<file path="src/rtl/counter_cmd_sched.sv">
// Round-robin command scheduler driving a shared 2-bit up/down counter datapath.
// Requesters hand over INC/DEC bursts, LOAD or CLR commands; the block sequences
// the counter control pins and returns the final count plus the wrap tally.
module counter_cmd_sched #(
  parameter int unsigned N_REQ = 4,
  parameter int unsigned LEN_W = 4
) (
  input  logic                       clk,
  input  logic                       rst_n,
  input  logic [N_REQ-1:0]           req_valid,
  output logic [N_REQ-1:0]           req_ready,
  input  logic [2*N_REQ-1:0]         req_op,
  input  logic [LEN_W*N_REQ-1:0]     req_len,
  input  logic [2*N_REQ-1:0]         req_data,
  output logic                       cnt_en,
  output logic                       cnt_up,
  output logic                       cnt_load,
  output logic [1:0]                 cnt_load_val,
  output logic                       cnt_clr,
  input  logic [1:0]                 cnt_q,
  output logic                       rsp_valid,
  input  logic                       rsp_ready,
  output logic [$clog2(N_REQ)-1:0]   rsp_id,
  output logic [1:0]                 rsp_count,
  output logic [LEN_W-1:0]           rsp_wraps
);

  localparam int unsigned ID_W  = $clog2(N_REQ);
  localparam int unsigned SUM_W = ID_W + 1;

  localparam logic [1:0] OP_INC  = 2'b00;
  localparam logic [1:0] OP_DEC  = 2'b01;
  localparam logic [1:0] OP_LOAD = 2'b10;

  typedef enum logic [1:0] {S_IDLE, S_RUN, S_STROBE, S_RSP} state_t;

  state_t            state;
  logic [ID_W-1:0]   rr_ptr;
  logic [LEN_W-1:0]  remain;
  logic              rsp_first;
  logic [1:0]        rsp_hold;

  logic              grant_any;
  logic [ID_W-1:0]   grant_idx;
  logic              wrap_hit;

  logic [1:0]        op_arr   [N_REQ];
  logic [1:0]        data_arr [N_REQ];
  logic [LEN_W-1:0]  len_arr  [N_REQ];

  // Split the flat per-requester buses into indexable fields
  for (genvar g = 0; g < N_REQ; g++) begin : g_unpack
    assign op_arr[g]   = req_op[2*g +: 2];
    assign data_arr[g] = req_data[2*g +: 2];
    assign len_arr[g]  = req_len[LEN_W*g +: LEN_W];
  end

  // Pick the first valid requester at or after rr_ptr, wrapping modulo N_REQ
  always_comb begin
    logic [SUM_W-1:0] sum;
    logic [ID_W-1:0]  idx;
    grant_any = 1'b0;
    grant_idx = '0;
    sum       = '0;
    idx       = '0;
    for (int unsigned k = 0; k < N_REQ; k++) begin
      sum = {1'b0, rr_ptr} + SUM_W'(k);
      if (sum >= SUM_W'(N_REQ)) sum = sum - SUM_W'(N_REQ);
      idx = sum[ID_W-1:0];
      if (!grant_any && req_valid[idx]) begin
        grant_any = 1'b1;
        grant_idx = idx;
      end
    end
  end

  // Accept strobe exists only while idle, for the winner only
  always_comb begin
    req_ready = '0;
    if (state == S_IDLE && grant_any) req_ready[grant_idx] = 1'b1;
  end

  // Wrap occurs when the step crosses the 3<->0 boundary
  assign wrap_hit = (cnt_up && cnt_q == 2'd3) || (!cnt_up && cnt_q == 2'd0);

  // The counter settles on the edge entering RSP, so the first RSP cycle passes cnt_q through
  assign rsp_count = !rsp_valid ? 2'd0 : (rsp_first ? cnt_q : rsp_hold);

  // Command sequencer with registered counter controls and response fields
  always_ff @(posedge clk or negedge rst_n) begin
    if (!rst_n) begin
      state        <= S_IDLE;
      rr_ptr       <= '0;
      remain       <= '0;
      rsp_first    <= 1'b0;
      rsp_hold     <= 2'd0;
      cnt_en       <= 1'b0;
      cnt_up       <= 1'b0;
      cnt_load     <= 1'b0;
      cnt_load_val <= 2'd0;
      cnt_clr      <= 1'b0;
      rsp_valid    <= 1'b0;
      rsp_id       <= '0;
      rsp_wraps    <= '0;
    end else begin
      case (state)
        S_IDLE: begin
          if (grant_any) begin
            rsp_id    <= grant_idx;
            rsp_wraps <= '0;
            rr_ptr    <= (grant_idx == ID_W'(N_REQ - 1)) ? '0 : grant_idx + ID_W'(1);
            if (op_arr[grant_idx] == OP_INC || op_arr[grant_idx] == OP_DEC) begin
              if (len_arr[grant_idx] != '0) begin
                state  <= S_RUN;
                remain <= len_arr[grant_idx];
                cnt_en <= 1'b1;
                cnt_up <= (op_arr[grant_idx] == OP_INC);
              end else begin
                state     <= S_RSP;
                rsp_valid <= 1'b1;
                rsp_first <= 1'b1;
              end
            end else if (op_arr[grant_idx] == OP_LOAD) begin
              state        <= S_STROBE;
              cnt_load     <= 1'b1;
              cnt_load_val <= data_arr[grant_idx];
            end else begin
              state   <= S_STROBE;
              cnt_clr <= 1'b1;
            end
          end
        end
        S_RUN: begin
          if (wrap_hit && rsp_wraps != '1) rsp_wraps <= rsp_wraps + LEN_W'(1);
          remain <= remain - LEN_W'(1);
          if (remain == LEN_W'(1)) begin
            state     <= S_RSP;
            cnt_en    <= 1'b0;
            cnt_up    <= 1'b0;
            rsp_valid <= 1'b1;
            rsp_first <= 1'b1;
          end
        end
        S_STROBE: begin
          state        <= S_RSP;
          cnt_load     <= 1'b0;
          cnt_load_val <= 2'd0;
          cnt_clr      <= 1'b0;
          rsp_valid    <= 1'b1;
          rsp_first    <= 1'b1;
        end
        S_RSP: begin
          rsp_first <= 1'b0;
          if (rsp_first) rsp_hold <= cnt_q;
          if (rsp_ready) begin
            state     <= S_IDLE;
            rsp_valid <= 1'b0;
          end
        end
        default: state <= S_IDLE;
      endcase
    end
  end

endmodule

</file>
<file path="config.mk">
export PLATFORM = sky130hd
export DESIGN_NAME = counter_cmd_sched
export DESIGN_NICKNAME = d
export VERILOG_FILES = /design/src/rtl/counter_cmd_sched.sv
export SDC_FILE = /design/constraint.sdc
export NUM_CORES = 1
export LEC_CHECK = 0
export CORE_MARGIN = 2
export CORE_UTILIZATION = 25
export DETAILED_ROUTE_END_ITERATION = 8
export GPL_TIMING_DRIVEN = 1
export PLACE_DENSITY = 0.5
export SKIP_LAST_GASP = 1
export SYNTH_ARGS = -nofsm -noshare
export SYNTH_HDL_FRONTEND = slang
export SYNTH_SLANG_ARGS = --single-unit
</file>
<file path="constraint.sdc">
create_clock -name clk -period 3.1 [get_ports clk]
set_input_delay 0.62 -clock clk [delete_from_list [all_inputs] [get_ports clk]]
set_output_delay 0.62 -clock clk [all_outputs]
set_load 0.02 [all_outputs]
</file>
==> results by group <==
Final layout
  – Nets: 361
  – N_diodes: 0
  – Area of the multi-input gates: 0.00119 mm^2
  – Layout Area Growth over Synthesis: 55.9%
  – Post-layout util: 0.402
  – Fraction of layout cells with a size suffix above 1: 0.195
  – FF/Latch Area: 601 um^2
  – Fillers: 729

Die
  – Num ports: 60
  – Row count: 31
  – CORE AREA: 0.00721 mm^2
  – Full die area: 0.00815 mm^2
  – Initial Utilization: 0.258
  – Die height: 90.3 um
  – Chip Width: 90.3 um

Logic synthesis
  – XOR/XNOR share of the synthesized area: 0.00941
  – Synth Area in Simple Gates: 0.212
  – Syn_nets: 266
  – Complex-gate fraction of the synthesized area: 0.205
  – Avg Inst Size Synth: 8.70 um^2
  – Mux contribution to synthesized area: 0.128
  – Post-Syn Instances: 214
  – Ys Warns: 0
  – Distinct cell type count after synthesis: 48
  – Largest family of logic cells by synthesized area: simple AND/OR/NAND/NOR gates
  – Sequential fraction of the synthesis area: 0.323
  – EDFF count, synth: 0
  – Ys flop type: dfrtp_1
  – Async S/R FF share, synth: 1.00
  – Synth Cell Area: 0.00186 mm^2
  – Synthesized flop and latch total: 24
  – Post-synthesis adder-cell area fraction: 0.0739

Global route
  – Vias in the first global route: 1,925
  – Total global-route track usage: 0.134
  – Grt total ovfl: 0
  – First-pass GRT wire length: 8.98 mm
  – Largest net degree at the start of global routing: 25
  – Initial antenna violation count: 0

Worst hold path
  – Hold crit path type: flop to flop
  – Hold path start: rsp_id[1]

Power
  – Power Internal: 1.35 mW
  – Clock share of power: 0.089
  – Switching Power: 1.04 mW
  – Worst VDD drop: 0.273 mV
  – Comb pwr share: 0.669
  – Switching Fraction: 0.435
  – Leakage Power: 1.32 nW
  – Power density cells: 820 mW/mm^2
  – Sequential Power Share: 0.241

STA
  – Final min period: 3.21 ns
  – RSZ-0062 raised after global routing: yes
  – Final setup skew: 0.00289 ns
  – Period Utilization, post-route: 1.04
  – Worst setup margin: -0.109 ns
  – Final hold violation count: 0
  – Slew headroom: 0.714
  – Final Max Slew Viols: 0
  – Final Setup Violations: 1
  – Peak Freq: 0.312 GHz
  – WHS: 0.488 ns
  – Measured slew at the worst slew-check pin: 0.428 ns

Detailed routing
  – Antenna-violating nets left: 0
  – Router iterations before antenna repair: 4
  – Total number of vias: 1,932
  – DRC violations left: 0
  – Avg WL per Cell: 13.3 um
  – DR vias/cell: 4.75
  – Final wirelength: 5.41 mm
  – Initial DRC count: 86

CTS
  – Clock tree buffer depth: 2
  – CTS root buf: clkbuf_8
  – Num CTS Buffers: 3
  – Clock slew at reported path FFs: 0.09 ns
  – Htree depth: 1
  – CTS tree: yes
  – Clock Sinks: 24
  – # hold bufs at CTS: 0
  – Skew-Pair Late Insertion Delay: 0.26 ns

Critical path
  – Crit end category: primary output
  – Critical path class: input pin to primary output
  – Worst Path Max Fanout: 5
  – Data required time of the critical path: 2.48 ns
  – Worst Setup SP: req_valid[1]
  – Crit path DAT: 2.59 ns
  – Critical R2R Launch: rr_ptr[1]
  – CP Launch Type: input pin

Place
  – Number of port buffers: 59
  – Hpwl dp: 4.35 mm
  – GPL Wtd Cong: 0.849

Status
  – Status: complete, but fails checks
  – Failing checks: negative setup slack

Run
  – Max-cap violations: 0
cell usage after synthesis, drive strengths merged, types with 3 or more instances:
| library cell | count | area, um^2 |
|---|---|---|
| o21a | 3 | 23.8 |
| o211ai | 4 | 30.0 |
| nor3 | 4 | 20.0 |
| nor2 | 15 | 63.8 |
| o21ai | 18 | 90.1 |
| dfrtp | 24 | 601 |
| nor2b | 4 | 25.0 |
| a21oi | 11 | 58.8 |
| nand3b | 3 | 22.5 |
| nand3 | 18 | 95.1 |
| nand2 | 17 | 63.8 |
| and3 | 9 | 56.3 |
| clkbuf | 4 | 15.0 |
| a211oi | 4 | 35.0 |
| mux2 | 6 | 67.6 |
| ha | 11 | 138 |
| mux2i | 17 | 170 |
| inv | 16 | 60.1 |
repair_timing:
item | CTS | global route
pin swaps | 0 | 3
setup buffers | 0 | 3
resized for setup | 3 | 7
endpoints found under the setup margin | 4 | 8
final cells by class:
class                      count  share of cell area
inverter                      16              0.0207
timing repair buffer          96               0.300
clock buffer                   4              0.0190
multi-input combinational    168               0.410
sequential                    24               0.207
tap                           99              0.0427
placed cells by master (no fill, tap or decap), drive strengths merged, types with 2 or more instances in the layout:
cell type and instances:
a211oi 4, a21oi 11, a221o 2, a221oi 2, and3 9, buf 37
clkbuf 4, clkdlybuf4s50 55, dfrtp 24, dlymetal6s2s 2, ha 11, inv 16
mux2 6, mux2i 17, nand2 17, nand3 18, nand3b 3, nor2 15
nor2b 4, nor3 4, o211ai 4, o21a 3, o21ai 18, xor2 2
cell families after synthesis:
| group | Yosys count |
|---|---|
| adder cells (fa/ha/maj) | 11 |
| XOR/XNOR | 2 |
| buffers and inverters | 22 |
| flip-flops | 24 |
| AO/OA/AOI/OAI | 55 |
| AND/OR/NAND/NOR | 77 |
| multiplexers | 23 |
metal layers:
| metal | track usage | wire (um) | up-vias |
|---|---|---|---|
| met5 | 0 | 0 | - |
| met4 | 0.0423 | 144 | 0 |
| met2 | 0.231 | 2600 | 51 |
| met1 | 0.170 | 2450 | 898 |
| li1 | - | - | 971 |
| met3 | 0.0250 | 221 | 12 |
state kept, by name, summed over array words and instances (netlist names):
register      count
rsp_hold          2
state             2
cnt_load_val      2
rsp_id            2
remain            4
cnt_clr           1
rr_ptr            2
rsp_first         1
cnt_en            1
rsp_wraps         4
rsp_valid         1
cnt_up            1
cnt_load          1
through the flow:
step | TNS (ns) | cells | setup WS [ns] | instance area (um^2) | total power [mW]
after floorplan | 0 | 214 | 0.357 | 1860 | 1.52
after global placement | -1.59 | 400 | -0.220 | 2800 | 2.14
after detailed placement | -1.60 | 400 | -0.207 | 2800 | 2.15
after CTS | -0.341 | 404 | -0.176 | 2860 | 2.38
after global routing | -0.322 | 407 | -0.230 | 2900 | 2.62
final | -0.109 | 407 | -0.109 | 2900 | 2.38
final timing paths:
check / end / slack [ns] / depth (start not counted)
worst max-delay path: req_ready[1] / -0.11 / 8
worst min-delay path: rsp_id[1] / 0.49 / 2
worst max register to register: remain[2] / 0.38 / 11
worst min register to register: rsp_id[1] / 0.49 / 2
max in group asynchronous: cnt_up / 2.12 / 2
min in group asynchronous: rsp_id[0] / 0.72 / 2
worst max-delay path, stage by stage:
cell	delay, ns
clkdlybuf4s50_1	0.50
nor2b_1	0.09
a221oi_4	0.31
nor2_4	0.09
inv_1	0.10
ha_1	0.14
and3_1	0.13
clkdlybuf4s50_1	0.60
power groups by stage:
stage	clock [mW]	sequential [mW]	combinational, mW
6_report	0.213	0.574	1.59
2_1_floorplan	0	0.623	0.894
5_1_grt	0.240	0.599	1.79
3_5_place_dp	0	0.577	1.57
4_1_cts	0.229	0.574	1.58
3_3_place_gp	0	0.577	1.57
Power figures use the tool's default switching activity.
